`src/rtl/gpio_cond_pkg.sv`:
```
// Shared types and default constants for the GPIO input conditioner.
package gpio_cond_pkg;

  typedef enum logic [1:0] {
    S_LO      = 2'd0,
    S_WAIT_HI = 2'd1,
    S_HI      = 2'd2,
    S_WAIT_LO = 2'd3
  } db_state_e;

  localparam int unsigned DEF_SYNC_STAGES     = 2;
  localparam int unsigned DEF_DEBOUNCE_CYCLES = 50000;

endpackage : gpio_cond_pkg

```
`src/rtl/gpio_db_chan.sv`:
```
// One debounce channel: pad synchroniser, stability-counter FSM and
// registered rise/fall strobes aligned to the clean-level edge.
module gpio_db_chan
  import gpio_cond_pkg::*;
#(
  parameter int unsigned SYNC_STAGES     = DEF_SYNC_STAGES,
  parameter int unsigned DEBOUNCE_CYCLES = DEF_DEBOUNCE_CYCLES
) (
  input  logic i_clk,
  input  logic i_rst,
  input  logic i_raw,
  input  logic i_bypass,
  output logic o_clean,
  output logic o_rise,
  output logic o_fall
);

  localparam int unsigned      CNT_W    = $clog2(DEBOUNCE_CYCLES + 1);
  localparam logic [CNT_W-1:0] CNT_ONE  = CNT_W'(1);
  localparam logic [CNT_W-1:0] CNT_LAST = CNT_W'(DEBOUNCE_CYCLES - 1);

  logic [SYNC_STAGES-1:0] r_sync;
  logic                   w_sync_q;
  db_state_e              r_state;
  logic [CNT_W-1:0]       r_cnt;
  logic                   r_clean;
  logic                   r_rise;
  logic                   r_fall;

  assign w_sync_q = r_sync[SYNC_STAGES-1];

  // Plain flop chain; stage 0 is the metastability-catching flop.
  always_ff @(posedge i_clk) begin
    if (i_rst) begin
      r_sync <= '0;
    end else begin
      r_sync <= {r_sync[SYNC_STAGES-2:0], i_raw};
    end
  end

  // Counter only runs in the WAIT states and is left before it can exceed
  // DEBOUNCE_CYCLES-1, so it never wraps.
  always_ff @(posedge i_clk) begin
    if (i_rst) begin
      r_state <= S_LO;
      r_cnt   <= '0;
      r_clean <= 1'b0;
      r_rise  <= 1'b0;
      r_fall  <= 1'b0;
    end else begin
      r_rise <= 1'b0;
      r_fall <= 1'b0;
      if (i_bypass) begin
        r_state <= w_sync_q ? S_HI : S_LO;
        r_cnt   <= '0;
        r_clean <= w_sync_q;
        r_rise  <= w_sync_q & ~r_clean;
        r_fall  <= ~w_sync_q & r_clean;
      end else begin
        case (r_state)
          S_LO: begin
            if (w_sync_q) begin
              r_state <= S_WAIT_HI;
              r_cnt   <= CNT_ONE;
            end
          end
          S_WAIT_HI: begin
            if (!w_sync_q) begin
              r_state <= S_LO;
              r_cnt   <= '0;
            end else if (r_cnt == CNT_LAST) begin
              r_state <= S_HI;
              r_cnt   <= '0;
              r_clean <= 1'b1;
              r_rise  <= 1'b1;
            end else begin
              r_cnt <= r_cnt + CNT_ONE;
            end
          end
          S_HI: begin
            if (!w_sync_q) begin
              r_state <= S_WAIT_LO;
              r_cnt   <= CNT_ONE;
            end
          end
          S_WAIT_LO: begin
            if (w_sync_q) begin
              r_state <= S_HI;
              r_cnt   <= '0;
            end else if (r_cnt == CNT_LAST) begin
              r_state <= S_LO;
              r_cnt   <= '0;
              r_clean <= 1'b0;
              r_fall  <= 1'b1;
            end else begin
              r_cnt <= r_cnt + CNT_ONE;
            end
          end
          default: begin
            r_state <= S_LO;
            r_cnt   <= '0;
          end
        endcase
      end
    end
  end

  assign o_clean = r_clean;
  assign o_rise  = r_rise;
  assign o_fall  = r_fall;

endmodule : gpio_db_chan

```
`src/rtl/gpio_in_debounce.sv`:
```
// Pad input conditioner feeding CoreGPIO GPIO_IN: one independent
// synchronise-and-debounce channel per GPIO bit.
module gpio_in_debounce
  import gpio_cond_pkg::*;
#(
  parameter int unsigned IO_NUM          = 2,
  parameter int unsigned SYNC_STAGES     = DEF_SYNC_STAGES,
  parameter int unsigned DEBOUNCE_CYCLES = DEF_DEBOUNCE_CYCLES
) (
  input  logic              PCLK,
  input  logic              PRESET,
  input  logic [IO_NUM-1:0] GPIO_RAW,
  input  logic [IO_NUM-1:0] BYPASS,
  output logic [IO_NUM-1:0] GPIO_CLEAN,
  output logic [IO_NUM-1:0] RISE_STB,
  output logic [IO_NUM-1:0] FALL_STB
);

  for (genvar gi = 0; gi < int'(IO_NUM); gi++) begin : g_chan
    gpio_db_chan #(
      .SYNC_STAGES     (SYNC_STAGES),
      .DEBOUNCE_CYCLES (DEBOUNCE_CYCLES)
    ) u_chan (
      .i_clk    (PCLK),
      .i_rst    (PRESET),
      .i_raw    (GPIO_RAW[gi]),
      .i_bypass (BYPASS[gi]),
      .o_clean  (GPIO_CLEAN[gi]),
      .o_rise   (RISE_STB[gi]),
      .o_fall   (FALL_STB[gi])
    );
  end

endmodule : gpio_in_debounce
```
`config.mk`:
```
export PLATFORM = sky130hd
export DESIGN_NAME = gpio_in_debounce
export DESIGN_NICKNAME = d
export VERILOG_FILES = /design/src/rtl/gpio_cond_pkg.sv /design/src/rtl/gpio_db_chan.sv /design/src/rtl/gpio_in_debounce.sv
export SDC_FILE = /design/constraint.sdc
export NUM_CORES = 1
export LEC_CHECK = 0
export ABC_AREA = 1
export CAP_MARGIN = 20
export CORE_MARGIN = 1.5
export CORE_UTILIZATION = 50
export CTS_CLUSTER_SIZE = 25
export DETAILED_ROUTE_END_ITERATION = 8
export PLACE_DENSITY_LB_ADDON = 0.12
export SLEW_MARGIN = 20
export SYNTH_ARGS = -nofsm -noshare
export SYNTH_HDL_FRONTEND = slang
export SYNTH_SLANG_ARGS = --single-unit
export TNS_END_PERCENT = 100
```
`constraint.sdc`:
```
create_clock -name PCLK -period 3.74 [get_ports PCLK]
set_clock_uncertainty 0.05 [all_clocks]
set_input_delay 0.935 -clock PCLK [delete_from_list [all_inputs] [get_ports PCLK]]
set_output_delay 0.935 -clock PCLK [all_outputs]
set_load 0.005 [all_outputs]
```
==> impl_metrics.csv, run 1 <==
group,metric,value,unit
job,drv_cap,0,
pwr,leakage,1.22,nW
synthesis,synthAdderAreaFrac,0.00920,
synthesis,synth_cells,385,
pwr,p_comb_frac,0.107,
timing,final_hold_viol_count,0,
synthesis,synthesis.area,2720,µm²
pwr,seqPwrFrac,0.550,
clocking,cts_sinks,46,
die,die_w,76.8,µm
timing,maxSlewViolCount,0,
detailed_routing,route.detailed.drc,0,
timing,period_needed,2200,ps
pwr,total_power,0.920,mW
timing,tns,0,ps
pwr,p_int,0.682,mW
pwr,p_clk_frac,0.343,
global_route,antenna_found_initial,0,
synthesis,synth_area_per_cell,7.07,µm²
synthesis,synth_top_family_by_area,"simple AND/OR/NAND/NOR gates",
setup_path,critical_path_class,"flip-flop to primary output",
timing,rsz0062_at_grt,"false",
final_layout,final_nets,403,
setup_path,critPathMaxStageDelay,520,ps
timing,fmax,0.455,GHz
global_route,overflow,0,
final_layout,synthToLayoutAreaGrowth,8.37,%
synthesis,synthSimpleGateAreaFrac,0.440,
die,num_rows,26,
clocking,cts.htree.levels,2,
timing,finalCritPeriodShare,0.587,
detailed_routing,final_antenna_net_count,0,
synthesis,yosysWarnings,0,
final_layout,post-route-util,0.570,
global_route,grt_pass1_wl,9020,µm
setup_path,critical_path_buf_inv_count,1,
clocking,cts_setup_buffers,0,
synthesis,synth_compound_area_frac,0.0841,
clocking,cts-root-buf,"clkbuf_8",
die,start_util,0.526,
placement,dp_hpwl,3870,µm
synthesis,synth_xor_xnor_area_share,0.0129,
detailed_routing,dr.pass1.iters,4,
clocking,cts_inserted_buffers,5,
placement,portBuffers,11,
final_layout,diodes,0,
synthesis,synthDistinctLibCells,36,
clocking,clk_pin_slew_worst_paths,90,ps
die,io_pins,12,
detailed_routing,wl,5100,µm
setup_path,r2r_setup_slack,2020,ps
clocking,cts_buffer_depth,2,
pwr,ir_worst_vdd,0.129,mV
timing,setup_viol,0,
setup_path,crit_arrival,1210,ps
clocking,clk-insertion-delay-late,300,ps
clocking,cts_hold_buf,0,
pwr,p_sw_frac,0.259,
pwr,power_density,312,nW/µm²
setup_path,worst_setup_path_end_kind,"primary output",
final_layout,drive_above_1_share,0.157,
global_route,grt_max_degree,14,
timing,relSlewSlack,0.782,
synthesis,ys_seq_area_frac,0.338,
clocking,cts_tree,"yes",
setup_path,critPathSlowestCell,"clkdlybuf4s50_1",
die,fp.coreArea,5170,µm²
setup_path,cp_max_fo,4,
setup_path,cp_data_required_time,2750,ps
clocking,cts_resized,0,
synthesis,synth-seq-cells,46,
global_route,grt_pass1_vias,1982,
die,dieArea,5890,µm²
setup_path,path_cells,"clkdlybuf4s50_1",
timing,tightestPinTransition,327,ps
detailed_routing,vias_per_cell,4.91,
synthesis,synthMuxAreaShare,0,
hold_path,min_path_type,"flip-flop to flip-flop",
pwr,p_switching,0.239,mW
global_route,grt_usage,0.187,
setup_path,crit_family,"buffers and inverters",
outcome,status,"finished clean",
synthesis,synth_nets,393,
detailed_routing,drtIter0Drc,93,
die,die_y,76.8,µm
placement,gp_congestion,0.829,
detailed_routing,vias,2290,
detailed_routing,avgRoutedWirePerCell,10.9,µm
setup_path,startpoint_type,"flip-flop",
==> worst paths after layout <==
kind	cells after the start	endpoint	startpoint
worst max-delay path	1	GPIO_CLEAN[1]	g_chan[1].u_chan.o_clean$_SDFFE_PP0P_
worst min-delay path	2	g_chan[0].u_chan.r_sync[1]$_SDFF_PP0_	g_chan[0].u_chan.r_sync[0]$_SDFF_PP0_
worst max register to register	12	g_chan[0].u_chan.r_cnt[2]$_SDFFE_PP0P_	g_chan[0].u_chan.r_cnt[1]$_SDFFE_PP0P_
worst min register to register	2	g_chan[0].u_chan.r_sync[1]$_SDFF_PP0_	g_chan[0].u_chan.r_sync[0]$_SDFF_PP0_
==> area by class of cell <==
class / count / area (µm²)
repair buffers: 11 / 110
flip-flops and latches: 46 / 921
inverters: 66 / 253
well taps: 70 / 87.6
clock buffers: 7 / 86.3
multi-input cells: 265 / 1490
clock inverters: 1 / 5.00
fillers: 499 / 2220
==> cells in the final DEF, fill, tap and decap left out, types with 5 or more instances in the layout <==
cell / count
o21ai_0: 8
nor3_1: 12
nand2_2: 5
nand2_4: 13
clkbuf_8: 6
nand2_1: 66
clkdlybuf4s50_1: 11
inv_2: 6
nor2_4: 6
nor2_2: 7
dfxtp_1: 46
a21oi_1: 23
inv_1: 58
nor2_1: 59
nand4_1: 6
nand3_1: 28
==> per-stage QoR <==
| stage | setup WS [ps] | cells | instance area, µm² | hold WS [ps] |
|---|---|---|---|---|
| 6_report | 1540 | 466 | 2950 | 355 |
| 5_1_grt | 1400 | 466 | 2950 | 382 |
| 4_1_cts | 1530 | 466 | 2950 | 361 |
| 3_5_place_dp | 1250 | 458 | 2860 | 348 |
| 3_3_place_gp | 1270 | 458 | 2860 | 342 |
| 2_1_floorplan | 1870 | 385 | 2720 | 338 |
==> per-layer routing <==
layer  track usage  share of wire  routed length [µm]  vias up
li1              -              -                   -     1233
met1         0.268           0.53                2680     1008
met2         0.281           0.42                2170       43
met3        0.0345          0.038                 193        6
met4        0.0611          0.012                  62        0
met5             0              0                   0        -
==> cell families after synthesis <==
logic type,after synthesis
flops,46
simple gates,219
buf+inv,74
xor+xnor,4
compound gates,40
fa+ha+maj,2
==> Yosys cell counts (all sizes together) <==
| library cell | instances | share of area |
|---|---|---|
| a211oi | 2 | 0.0055 |
| a21boi | 1 | 0.0028 |
| a21oi | 25 | 0.051 |
| a31oi | 1 | 0.0023 |
| and3 | 2 | 0.0046 |
| buf | 8 | 0.023 |
| dfxtp | 46 | 0.34 |
| ha | 2 | 0.0092 |
| inv | 66 | 0.093 |
| nand2 | 85 | 0.16 |
| nand3 | 32 | 0.069 |
| nand3b | 1 | 0.0028 |
| nand4 | 6 | 0.014 |
| nor2 | 72 | 0.12 |
| nor3 | 19 | 0.055 |
| nor3b | 2 | 0.0092 |
| o21ai | 8 | 0.015 |
| o21bai | 1 | 0.0028 |
| o22ai | 2 | 0.0046 |
| xnor2 | 1 | 0.0032 |
| xor2 | 3 | 0.0097 |
==> sequential cells by signal (all words and copies together) (netlist names), named ones only <==
signal	cells
g_chan.u_chan.o_clean	2
g_chan.u_chan.o_fall	2
g_chan.u_chan.r_cnt	32
g_chan.u_chan.r_state	2
g_chan.u_chan.r_sync	4
g_chan.u_chan.o_rise	2
==> worst register-to-register path, cell delays in order (launching register included) <==
cell and delay, ps:
dfxtp_1 370, ha_1 180, nand2_1 90, inv_1 80, nand2_1 50, nor2_1 200
nand2_2 160, nand2_4 100, nand2_4 50, nand2_4 130, inv_4 60, nand3b_1 70
inv_1 40
==> power by group through the flow <==
stage / clock [mW] / sequential [mW] / combinational [mW]
finish: 0.316 / 0.506 / 0.0984
global route: 0.344 / 0.508 / 0.111
global placement: 0 / 0.518 / 0.0975
CTS: 0.327 / 0.506 / 0.0991
floorplan: 0 / 0.516 / 0.0797
detailed placement: 0 / 0.518 / 0.0984
No activity file was read; power rests on OpenSTA's default activity.
==> inputs of run 2 (changes only) <==
==> constraint.sdc (replaced) <==
create_clock -name PCLK -period 2.2 [get_ports PCLK]
set_clock_uncertainty 0.05 [all_clocks]
set_input_delay 0.55 -clock PCLK [delete_from_list [all_inputs] [get_ports PCLK]]
set_output_delay 0.55 -clock PCLK [all_outputs]
set_load 0.005 [all_outputs]
==> impl_metrics.csv, run 2 (synthesis gave the netlist of run 1 again) <==
group,metric,value,unit
clocking,cts_resized,0,
die,die_w,76.8,µm
die,dieArea,5890,µm²
clocking,cts_tree,"yes",
timing,fmax,0.551,GHz
detailed_routing,vias,2340,
setup_path,startpoint_type,"flip-flop",
final_layout,largest_register,"g_chan.u_chan.r_cnt",
die,fp.coreArea,5170,µm²
pwr,leakage,1.24,nW
detailed_routing,avgRoutedWirePerCell,11.1,µm
final_layout,final_nets,405,
setup_path,worst-r2r-cell-count,12,
timing,setup_viol,0,
placement,portBuffers,11,
die,die_y,76.8,µm
setup_path,critPathSlowestCell,"clkdlybuf4s50_1",
pwr,ir_worst_vdd,0.261,mV
outcome,status,"finished clean",
placement,gp_congestion,0.801,
global_route,grtUsageMet2,0.295,
die,start_util,0.526,
detailed_routing,drtIter0Drc,107,
placement,dp.cells,460,
placement,dp_slack,304,ps
final_layout,largest_reg_flops,32,
global_route,antenna_found_initial,0,
hold_path,min_to,"g_chan[1].u_chan.r_sync[1]$_SDFF_PP0_",
clocking,cts_hold_buf,0,
clocking,clk_pin_slew_worst_paths,90,ps
setup_path,cp_data_required_time,1600,ps
timing,worst_slack,385,ps
final_layout,final_cell_mix,"nand2_1, nor2_1, inv_1, dfxtp_1, nand3_1",
die,num_rows,26,
setup_path,critical_path_class,"flip-flop to primary output",
clocking,cts_inserted_buffers,5,
clocking,cts_sinks,46,
final_layout,post-route-util,0.576,
clocking,cts_buffer_depth,2,
timing,maxSlewViolCount,0,
clocking,cts.htree.levels,2,
clocking,cts-root-buf,"clkbuf_8",
setup_path,path_cells,"clkdlybuf4s50_1",
timing,rsz0062_at_grt,"false",
detailed_routing,final_antenna_net_count,0,
global_route,grt_usage,0.191,
placement,place_area,2870,µm²
final_layout,design_area,2980,µm²
global_route,grt_pass1_wl,9400,µm
final_layout,drive_above_1_share,0.163,
pwr,power_density,554,nW/µm²
global_route,met3_usage,0.0321,
setup_path,crit_family,"buffers and inverters",
setup_path,regToRegStartpoint,"g_chan[0].u_chan.r_cnt[1]$_SDFFE_PP0P_",
global_route,grt_max_degree,15,
detailed_routing,route.detailed.drc,0,
timing,relSlewSlack,0.805,
detailed_routing,wl,5210,µm
hold_path,min_path_type,"flip-flop to flip-flop",
global_route,grt_pass1_vias,2074,
timing,tns,0,ps
setup_path,worst_setup_path_end_kind,"primary output",
timing,tightestPinTransition,292,ps
final_layout,top_regs,"g_chan.u_chan.r_cnt (32), g_chan.u_chan.r_sync (4)",
clocking,clk-insertion-delay-late,290,ps
final_layout,synthToLayoutAreaGrowth,9.56,%
setup_path,r2r_setup_slack,500,ps
timing,period_needed,1810,ps
die,io_pins,12,
final_layout,layoutNonFillerInstCount,468,
global_route,grt_use_met1,0.276,
setup_path,critical_path_buf_inv_count,1,
clocking,cts_setup_buffers,0,
final_layout,final_common_cell,"nand2_1",
global_route,grt_busiest_layer,"met2",
detailed_routing,vias_per_cell,5.00,
setup_path,crit_arrival,1210,ps
timing,final_hold_viol_count,0,
final_layout,diodes,0,
setup_path,reg2reg_to,"g_chan[0].u_chan.r_cnt[2]$_SDFFE_PP0P_",
setup_path,cp_max_fo,4,
timing,finalCritPeriodShare,0.825,
hold_path,min_from,"g_chan[1].u_chan.r_sync[0]$_SDFF_PP0_",
placement,dp_hpwl,4000,µm
job,drv_cap,0,
global_route,overflow,0,
detailed_routing,dr.pass1.iters,4,
setup_path,critPathMaxStageDelay,520,ps
hold_path,min_path_cells,2,
## run 2: cell count changes in the layout (fill, tap and decap cells not counted), sizes merged
cell	delta
buf	+2
clkinv	+1
bufinv	+1
clkbuf	-2
## run 2: cell type report
type	instances	area, µm²
Fill cell	491	2190
Multi-Input combinational cell	265	1490
Sequential cell	46	921
Inverter	66	253
Timing Repair Buffer	13	125
Tap cell	70	87.6
Clock buffer	5	68.8
Clock inverter	3	40.0
## run 2: how the worst max path moves through the flow
| stage | start | end | slack, ps | cells after the start |
|---|---|---|---|---|
| global route | g_chan[0].u_chan.r_cnt[0]$_SDFFE_PP0P_ | g_chan[0].u_chan.r_cnt[15]$_SDFFE_PP0P_ | 340 | 12 |
| global placement | PRESET | g_chan[0].u_chan.r_cnt[0]$_SDFFE_PP0P_ | 350 | 4 |
| CTS | g_chan[1].u_chan.o_clean$_SDFFE_PP0P_ | GPIO_CLEAN[1] | 380 | 1 |
| finish | g_chan[1].u_chan.o_clean$_SDFFE_PP0P_ | GPIO_CLEAN[1] | 390 | 1 |
| detailed placement | BYPASS[0] | g_chan[0].u_chan.o_clean$_SDFFE_PP0P_ | 300 | 8 |
| floorplan | PRESET | g_chan[1].u_chan.r_cnt[14]$_SDFFE_PP0P_ | 720 | 6 |
## run 2: metal layers
metal,wire length (µm),vias to the layer above
met2,2220,50
met4,46,0
met5,0,-
met1,2720,1050
li1,-,1234
met3,221,6
## run 2: metrics by stage
step           hold slack [ps]  power [mW]
2_1_floorplan              338        1.01
3_5_place_dp               344        1.05
6_report                   354        1.65
4_1_cts                    356        1.68
3_3_place_gp               342        1.05
5_1_grt                    399        1.74
## run 2: power by group
part | total, mW | leakage (nW) | internal [mW] | switching (mW)
Combinational | 0.171 | 0.811 | 0.0600 | 0.111
Sequential | 0.861 | 0.373 | 0.848 | 0.0136
Clock | 0.621 | 0.0579 | 0.335 | 0.286
Total | 1.65 | 1.24 | 1.24 | 0.411
==> inputs of run 3 (changes only) <==
==> constraint.sdc (replaced) <==
create_clock -name PCLK -period 1.8 [get_ports PCLK]
set_clock_uncertainty 0.05 [all_clocks]
set_input_delay 0.45 -clock PCLK [delete_from_list [all_inputs] [get_ports PCLK]]
set_output_delay 0.45 -clock PCLK [all_outputs]
set_load 0.005 [all_outputs]
==> impl_metrics.csv, run 3 (synthesis gave the netlist of run 1 again) <==
group,metric,value,unit
outcome,status,"finished clean",
setup_path,critPathSlowestCell,"clkdlybuf4s50_1",
setup_path,critPathMaxStageDelay,520,ps
setup_path,crit_arrival,1190,ps
final_layout,top_regs,"g_chan.u_chan.r_cnt (32), g_chan.u_chan.r_sync (4)",
timing,hold_slack,355,ps
setup_path,critical_path_buf_inv_count,1,
placement,dp.cells,461,
clocking,cts_sinks,46,
timing,tns,0,ps
timing,period_needed,1690,ps
timing,tightestPinTransition,276,ps
detailed_routing,drtIter0Drc,112,
timing,fmax,0.591,GHz
clocking,clk-insertion-delay-late,290,ps
clocking,cts_tree,"yes",
final_layout,post-route-util,0.581,
clocking,clk_pin_slew_worst_paths,80,ps
global_route,grt_usage,0.196,
setup_path,startpoint_type,"flip-flop",
global_route,antenna_found_initial,0,
timing,worst_slack,109,ps
setup_path,path_cells,"clkdlybuf4s50_1",
pwr,ir_worst_vdd,0.429,mV
placement,dp_hpwl,4100,µm
timing,maxSlewViolCount,0,
setup_path,cp_max_fo,4,
placement,place_area,2880,µm²
pwr,leakage,1.25,nW
detailed_routing,vias,2335,
setup_path,critical_path_class,"flip-flop to primary output",
final_layout,layoutNonFillerInstCount,469,
die,num_rows,26,
setup_path,worst-r2r-cell-count,12,
detailed_routing,dr.pass1.iters,4,
timing,final_hold_viol_count,0,
final_layout,synthToLayoutAreaGrowth,10.4,%
detailed_routing,route.detailed.drc,0,
die,die_w,76.8,µm
die,fp.coreArea,5170,µm²
timing,finalCritPeriodShare,0.940,
setup_path,r2r_setup_slack,130,ps
placement,portBuffers,11,
timing,relSlewSlack,0.814,
clocking,cts_inserted_buffers,5,
global_route,grt_pass1_vias,2143,
placement,dp_slack,14.6,ps
global_route,grt_max_degree,14,
setup_path,cp_data_required_time,1300,ps
setup_path,worst_setup_path_end_kind,"primary output",
final_layout,final_common_cell,"nand2_1",
clocking,cts.htree.levels,2,
die,io_pins,12,
detailed_routing,vias_per_cell,4.98,
setup_path,crit_cells,1,
final_layout,drive_above_1_share,0.170,
global_route,grt_pass1_wl,9490,µm
final_layout,design_area,3000,µm²
placement,gp_congestion,0.816,
detailed_routing,avgRoutedWirePerCell,11.4,µm
setup_path,crit_family,"buffers and inverters",
clocking,cts-root-buf,"clkbuf_8",
hold_path,min_path_type,"flip-flop to flip-flop",
timing,setup_viol,0,
pwr,total_power,2.05,mW
final_layout,final_cell_mix,"nand2_1, inv_1, nor2_1, dfxtp_1, nand3_1",
die,dieArea,5890,µm²
pwr,power_density,681,nW/µm²
die,start_util,0.526,
final_layout,largest_register,"g_chan.u_chan.r_cnt",
final_layout,fillers,482,
job,drv_cap,0,
hold_path,min_path_cells,2,
final_layout,largest_reg_flops,32,
clocking,cts_hold_buf,0,
final_layout,final_nets,407,
global_route,overflow,0,
clocking,cts_buffer_depth,2,
detailed_routing,final_antenna_net_count,0,
die,die_y,76.8,µm
final_layout,diodes,0,
detailed_routing,wl,5340,µm
[run 3: metal layers]
metal	up-vias	share of wire	track usage
li1	1236	-	-
met1	1055	0.50	0.281
met2	40	0.44	0.298
met3	4	0.047	0.0393
met4	0	0.0067	0.0537
met5	-	0	0
[run 3: path summary, 6_finish.rpt]
check                                                               to                              startpoint
worst max-delay path                                     GPIO_CLEAN[1]   g_chan[1].u_chan.o_clean$_SDFFE_PP0P_
worst min-delay path             g_chan[1].u_chan.r_sync[1]$_SDFF_PP0_   g_chan[1].u_chan.r_sync[0]$_SDFF_PP0_
worst max register to register  g_chan[0].u_chan.r_cnt[2]$_SDFFE_PP0P_  g_chan[0].u_chan.r_cnt[0]$_SDFFE_PP0P_
worst min register to register   g_chan[1].u_chan.r_sync[1]$_SDFF_PP0_   g_chan[1].u_chan.r_sync[0]$_SDFF_PP0_
[run 3: cell type report]
type	count	area, µm²	share of cell area
repair buffers	15	140	0.0466
flip-flops and latches	46	922	0.307
inverters	66	253	0.0841
clock inverters	1	30.0	0.0100
multi-input cells	265	1490	0.496
well taps	70	87.6	0.0292
clock buffers	6	82.6	0.0275
[run 3: timing repair]
action,in CTS,in global routing
setup buffers,0,1
setup endpoints to repair,0,8
hold endpoints to repair,0,0
gates resized for setup,0,2
[run 3: worst min-delay path, stage by stage (launching register included)]
cell     delay, ps
dfxtp_1        300
inv_1           40
nor2_1          30
[run 3: where the power goes]
part / switching [mW] / internal (mW)
clock: 0.338 / 0.445
combinational: 0.137 / 0.0734
sequential: 0.0158 / 1.04
